==> config.mk <==
export PLATFORM = sky130hd
export DESIGN_NAME = keypad_event_queue
export DESIGN_NICKNAME = d
export VERILOG_FILES = /design/src/rtl/keypad_event_queue.sv
export SDC_FILE = /design/constraint.sdc
export NUM_CORES = 1
export LEC_CHECK = 0
export BUFFER_PORTS_ARGS = -buffer_cell sky130_fd_sc_hd__clkbuf_2
export CAP_MARGIN = 20
export CORE_MARGIN = 2
export CORE_UTILIZATION = 50
export CTS_BUF_LIST = sky130_fd_sc_hd__clkbuf_4
export CTS_CLUSTER_SIZE = 16
export DETAILED_ROUTE_END_ITERATION = 10
export GPL_TIMING_DRIVEN = 0
export PLACE_DENSITY = 0.71
export REMOVE_ABC_BUFFERS = 1
export SLEW_MARGIN = 30
export SYNTH_ARGS = -nofsm -noshare
export SYNTH_HDL_FRONTEND = slang
export SYNTH_SLANG_ARGS = --single-unit
==> constraint.sdc <==
create_clock -name clk -period 2.44 [get_ports clk]
set_input_delay 0.366 -clock clk [delete_from_list [all_inputs] [get_ports clk]]
set_output_delay 0.366 -clock clk [all_outputs]
set_load 0.01 [all_outputs]
==> src/rtl/keypad_event_queue.sv <==
// Keypad debounce plus event FIFO: one queued keycode per qualified press,
// drained by a valid/ready consumer.
module keypad_event_queue #(
  parameter int STABLE_CYCLES  = 4,
  parameter int RELEASE_CYCLES = 4,
  parameter int FIFO_DEPTH     = 4
) (
  input  logic                          clk,
  input  logic                          rst,
  input  logic [3:0]                    raw_code,
  output logic [3:0]                    key_code,
  output logic                          key_valid,
  input  logic                          key_ready,
  output logic                          overflow,
  output logic [$clog2(FIFO_DEPTH):0]   fifo_count
);

  localparam int AW = $clog2(FIFO_DEPTH);
  localparam logic [7:0]    STABLE_N  = 8'(STABLE_CYCLES);
  localparam logic [7:0]    RELEASE_N = 8'(RELEASE_CYCLES);
  localparam logic [AW-1:0] PTR_ONE   = 1;
  localparam logic [AW:0]   CNT_ONE   = 1;
  localparam logic [AW:0]   CNT_FULL  = (AW+1)'(FIFO_DEPTH);

  typedef enum logic [1:0] {
    IDLE,
    PRESS_CHECK,
    HELD,
    RELEASE_CHECK
  } state_e;

  state_e        state_q, state_d;
  logic [7:0]    cnt_q, cnt_d, cnt_inc;
  logic [3:0]    cand_q, cand_d;
  logic          present;
  logic          push;

  logic [3:0]    mem_q [FIFO_DEPTH];
  logic [AW-1:0] wr_q, wr_d;
  logic [AW-1:0] rd_q, rd_d;
  logic [AW:0]   count_q, count_d;
  logic          ovf_q, ovf_d;
  logic          full, empty, pop, push_ok;

  assign present = (raw_code <= 4'd11);
  assign cnt_inc = cnt_q + 8'd1;

  always_comb begin
    state_d = state_q;
    cnt_d   = cnt_q;
    cand_d  = cand_q;
    push    = 1'b0;
    unique case (state_q)
      IDLE: begin
        if (present) begin
          cand_d  = raw_code;
          cnt_d   = 8'd1;
          state_d = PRESS_CHECK;
        end
      end
      PRESS_CHECK: begin
        if (!present) begin
          state_d = IDLE;
        end else if (raw_code == cand_q) begin
          cnt_d = cnt_inc;
          if (cnt_inc == STABLE_N) begin
            push    = 1'b1;
            state_d = HELD;
          end
        end else begin
          cand_d = raw_code;
          cnt_d  = 8'd1;
        end
      end
      HELD: begin
        if (!present) begin
          cnt_d   = 8'd1;
          state_d = RELEASE_CHECK;
        end
      end
      RELEASE_CHECK: begin
        if (present) begin
          state_d = HELD;
        end else begin
          cnt_d = cnt_inc;
          if (cnt_inc == RELEASE_N) state_d = IDLE;
        end
      end
    endcase
  end

  assign empty   = (count_q == '0);
  assign full    = (count_q == CNT_FULL);
  assign pop     = !empty && key_ready;
  // A full queue still takes a press when the head leaves on the same edge.
  assign push_ok = push && (!full || pop);

  always_comb begin
    wr_d    = push_ok ? wr_q + PTR_ONE : wr_q;
    rd_d    = pop ? rd_q + PTR_ONE : rd_q;
    ovf_d   = ovf_q | (push && full && !pop);
    count_d = count_q;
    unique case ({push_ok, pop})
      2'b10:   count_d = count_q + CNT_ONE;
      2'b01:   count_d = count_q - CNT_ONE;
      default: count_d = count_q;
    endcase
  end

  always_ff @(posedge clk or posedge rst) begin
    if (rst) begin
      state_q <= RELEASE_CHECK;
      cnt_q   <= '0;
      cand_q  <= 4'hF;
      wr_q    <= '0;
      rd_q    <= '0;
      count_q <= '0;
      ovf_q   <= 1'b0;
    end else begin
      state_q <= state_d;
      cnt_q   <= cnt_d;
      cand_q  <= cand_d;
      wr_q    <= wr_d;
      rd_q    <= rd_d;
      count_q <= count_d;
      ovf_q   <= ovf_d;
    end
  end

  always_ff @(posedge clk) begin
    if (push_ok) mem_q[wr_q] <= cand_q;
  end

  assign key_valid  = !empty;
  assign key_code   = empty ? 4'hF : mem_q[rd_q];
  assign overflow   = ovf_q;
  assign fifo_count = count_q;

endmodule

==> impl_metrics.toml <==
[critical_path]
arrival_ps = 2590
critical_path_class = "flip-flop to flip-flop"
critPathSlowestCell = "dfrtp_1"
cp_max_fo = 7
setup.worst_path.start_class = "flip-flop"
path_cells = "and4_4 -> a211o_1 -> a21oi_4 -> and2_1 -> nor2_1 -> fa_1 -> nor3b_2 -> a31oi_2 -> xnor2_1"
cp.required_ps = 2690
end_kind = "flip-flop"
critPathMaxStageDelay_ps = 470
r2r_start = "cnt_q[2]$_DFFE_PP0P_"
crit_start = "cnt_q[2]$_DFFE_PP0P_"

[sta]
final_hold_viol_count = 0
fmax_mhz = 427.7
layout_min_cycle_time_ps = 2338
worst_pin_slew_ps = 832.8
fin_crit_sh_pct = 95.82
fin_setup_tns_ps = 0
slew_viol_final = 0
slew_headroom_pct = 44.42
whs_ps = 134.8
setup_viol = 0
layout_setup_ws_ps = 102.1
fin_worst_skew_ps = 12.90

[power]
pwr-share-clk_pct = 19.7
p_leak_uw = 0.0008671
switching_share_pct = 34.46
p_comb_share_pct = 33.8
power_density_nw_per_um2 = 994.4
internal_power_uw = 1413
peakVddDrop_mv = 0.4280
p_seq_share_pct = 46.6
p_total_uw = 2156
p_switching_uw = 743.1

[floorplan]
die_area_um2 = 4244
core_area_um2 = 3633
fp.dieH_um = 65.15
io_pins = 16
dieWidth_um = 65.15
rows = 22
start_util_pct = 51.45

[synth]
synth_top_area_share_pct = 25.70
yosysTopAreaCell = "edfxtp_1"
ys_ff_latch = 38
syn_area_per_cell_um2 = 12.22
yosysUniqueCellTypes = 42
synth_cells = 153
syn_area_um2 = 1869
seq_area_frac_synth_pct = 55.56
yosysWarnings = 0
synth_area_leaders = "edfxtp_1, dfrtp_1, dfstp_2, xnor2_1, mux4_2"

[finish]
n_fill_cell = 295
finalNonFillerCells = 229
register_area_um2 = 1042
synthToLayoutAreaGrowth_pct = 16.00
layout-drive-gt1-share_pct = 33.15
num_antenna_cells = 0
nets = 193
multi_input_area_um2 = 819.5

[global_routing]
grt_pass1_vias = 1298
grt_use_total_pct = 18.51
antenna_found_initial = 0
grt_max_degree = 23
overflow = 0
grt_first_pass_wirelength_um = 5789

[routing]
ant_nets = 0
avgViaCountPerCell = 5.734
drtIter0Drc = 62
wl_per_cell_um = 15.01
vias = 1313
firstDrtPassIters = 4
drcViolationCount = 0
routed_wl_um = 3438

[worst_hold_path]
hp-class = "primary input to asynchronous set/reset pin"

[cts]
cts_inserted_buffers = 5
cts_tree = "yes"
clk_pin_slew_ps = 120
cts_max_level = 2
cts_buffer_depth = 2
cts_root_buf = "clkbuf_4"
clock_sinks = 38
clock_latency_ps = 350

[placement]
place_inst = 212
place.gp.congestion = 0.8463
pre_cts_slack_ps = -186.5
port-buffer-count = 15
dp_hpwl_um = 2379

[job]
maxCapViolations = 0

[status]
status = "finished clean"
==> what timing repair did <==
action                                  CTS  global route
pin swaps                                 0             6
gates resized for setup                   3             6
buffers inserted                          0             9
endpoints found under the setup margin    2            18
gates cloned                              0             0
hold buffers                              0             0
==> state kept, by name, summed over array words and instances (netlist names), named ones only <==
name,flops
cand_q,4
rd_q,2
fifo_count,3
state_q,1
mem_q,16
cnt_q,8
overflow,1
wr_q,2
==> power by group through the flow <==
stage	logic, uW	clock network, uW	registers, uW
detailed placement	664	0	1020
global placement	631	0	1000
CTS	682	435	1000
global route	804	463	1030
floorplan	491	0	986
finish	728	425	1000
==> logic make-up after synthesis <==
family | share of synthesized area [%]
simple gates | 14.53
compound gates | 10.17
buf+inv | 2.209
fa+ha+maj | 4.418
flops | 55.56
xor+xnor | 6.560
mux | 6.560
==> placed cells by master, fill, tap and decap left out, types with 2 or more instances in the layout <==
master / Yosys / layout
clkinv_2: 0 / 2
ha_1: 5 / 5
clkbuf_4: 0 / 5
dfstp_2: 6 / 6
o21ai_0: 5 / 5
dfrtp_1: 16 / 13
nor2_1: 11 / 10
edfxtp_1: 16 / 16
buf_4: 0 / 9
nand4_1: 4 / 4
xnor2_1: 14 / 14
a21oi_1: 4 / 3
a22o_1: 2 / 2
and2_1: 6 / 6
or2_2: 4 / 4
nand3_1: 5 / 5
clkbuf_2: 0 / 15
inv_1: 7 / 7
mux2_2: 2 / 2
nand2_1: 9 / 9
dfrtp_2: 0 / 3
mux4_2: 4 / 4
a31oi_1: 6 / 6
==> through the flow <==
step	utilization [%]	area [um^2]
global placement	54.75	1989
finish	59.68	2168
detailed placement	54.75	1989
CTS	57.33	2083
floorplan	-	1854
global route	59.68	2168
==> Yosys cell counts <==
master	instances
a2111o_1	1
a211o_1	1
a21bo_2	1
a21o_1	1
a21oi_1	4
a22o_1	2
a22oi_1	1
a31oi_1	6
a31oi_2	1
a41oi_1	1
and2_1	6
and3_1	1
and4_4	1
clkbuf_1	4
dfrtp_1	16
dfstp_2	6
edfxtp_1	16
fa_1	1
ha_1	5
inv_1	7
mux2_2	2
mux2i_1	1
mux4_2	4
nand2_1	9
nand2b_1	1
nand3_1	5
nand3b_1	1
nand4_1	4
nor2_1	11
nor2_4	1
nor2b_1	1
nor3_1	1
nor3b_1	1
nor4_1	1
nor4b_1	1
o2111ai_1	1
o21ai_0	5
o221ai_1	1
o22ai_1	1
or2_2	4
or2b_1	1
xnor2_1	14
==> critical path: cells and delay by family, from the launching register on <==
kind | cells | cell delay [ps]
DFF | 1 | 470
and+or+nand+nor | 4 | 650
adders and majority gates | 1 | 420
xor gates and xnor gates | 1 | 130
AOI/OAI and AO/OA | 3 | 560
==> metal layers <==
layer  vias to the layer above  track usage [%]  part of all wire (%)
li1                        613                -                     -
met2                        30            30.41                    52
met3                         9            5.993                   4.6
met1                       661            21.76                    41
met4                         0            9.635                   2.2
met5                         -                0                     0
==> cell type report <==
cell class	instances	area share (%)
clock inverters	3	1.847
inverters	7	1.212
clock buffers	5	1.731
multi-input cells	104	37.80
well taps	48	2.770
repair buffers	24	6.578
flip-flops and latches	38	48.07
==> path summary, 6_finish.rpt <==
kind                                                  end  slack, ps  cells past startpoint
min in group clk                                flip-flop        220                      2
worst max register to register  fifo_count[2]$_DFFE_PP0P_        100                      9
worst min register to register         overflow$_DFF_PP0_        490                      1
worst min-delay path            fifo_count[0]$_DFFE_PP0P_        130                      2
max in group asynchronous            cnt_q[3]$_DFFE_PP0P_       1740                      2
worst max-delay path            fifo_count[2]$_DFFE_PP0P_        100                      9
Power figures use the tool's default switching activity.
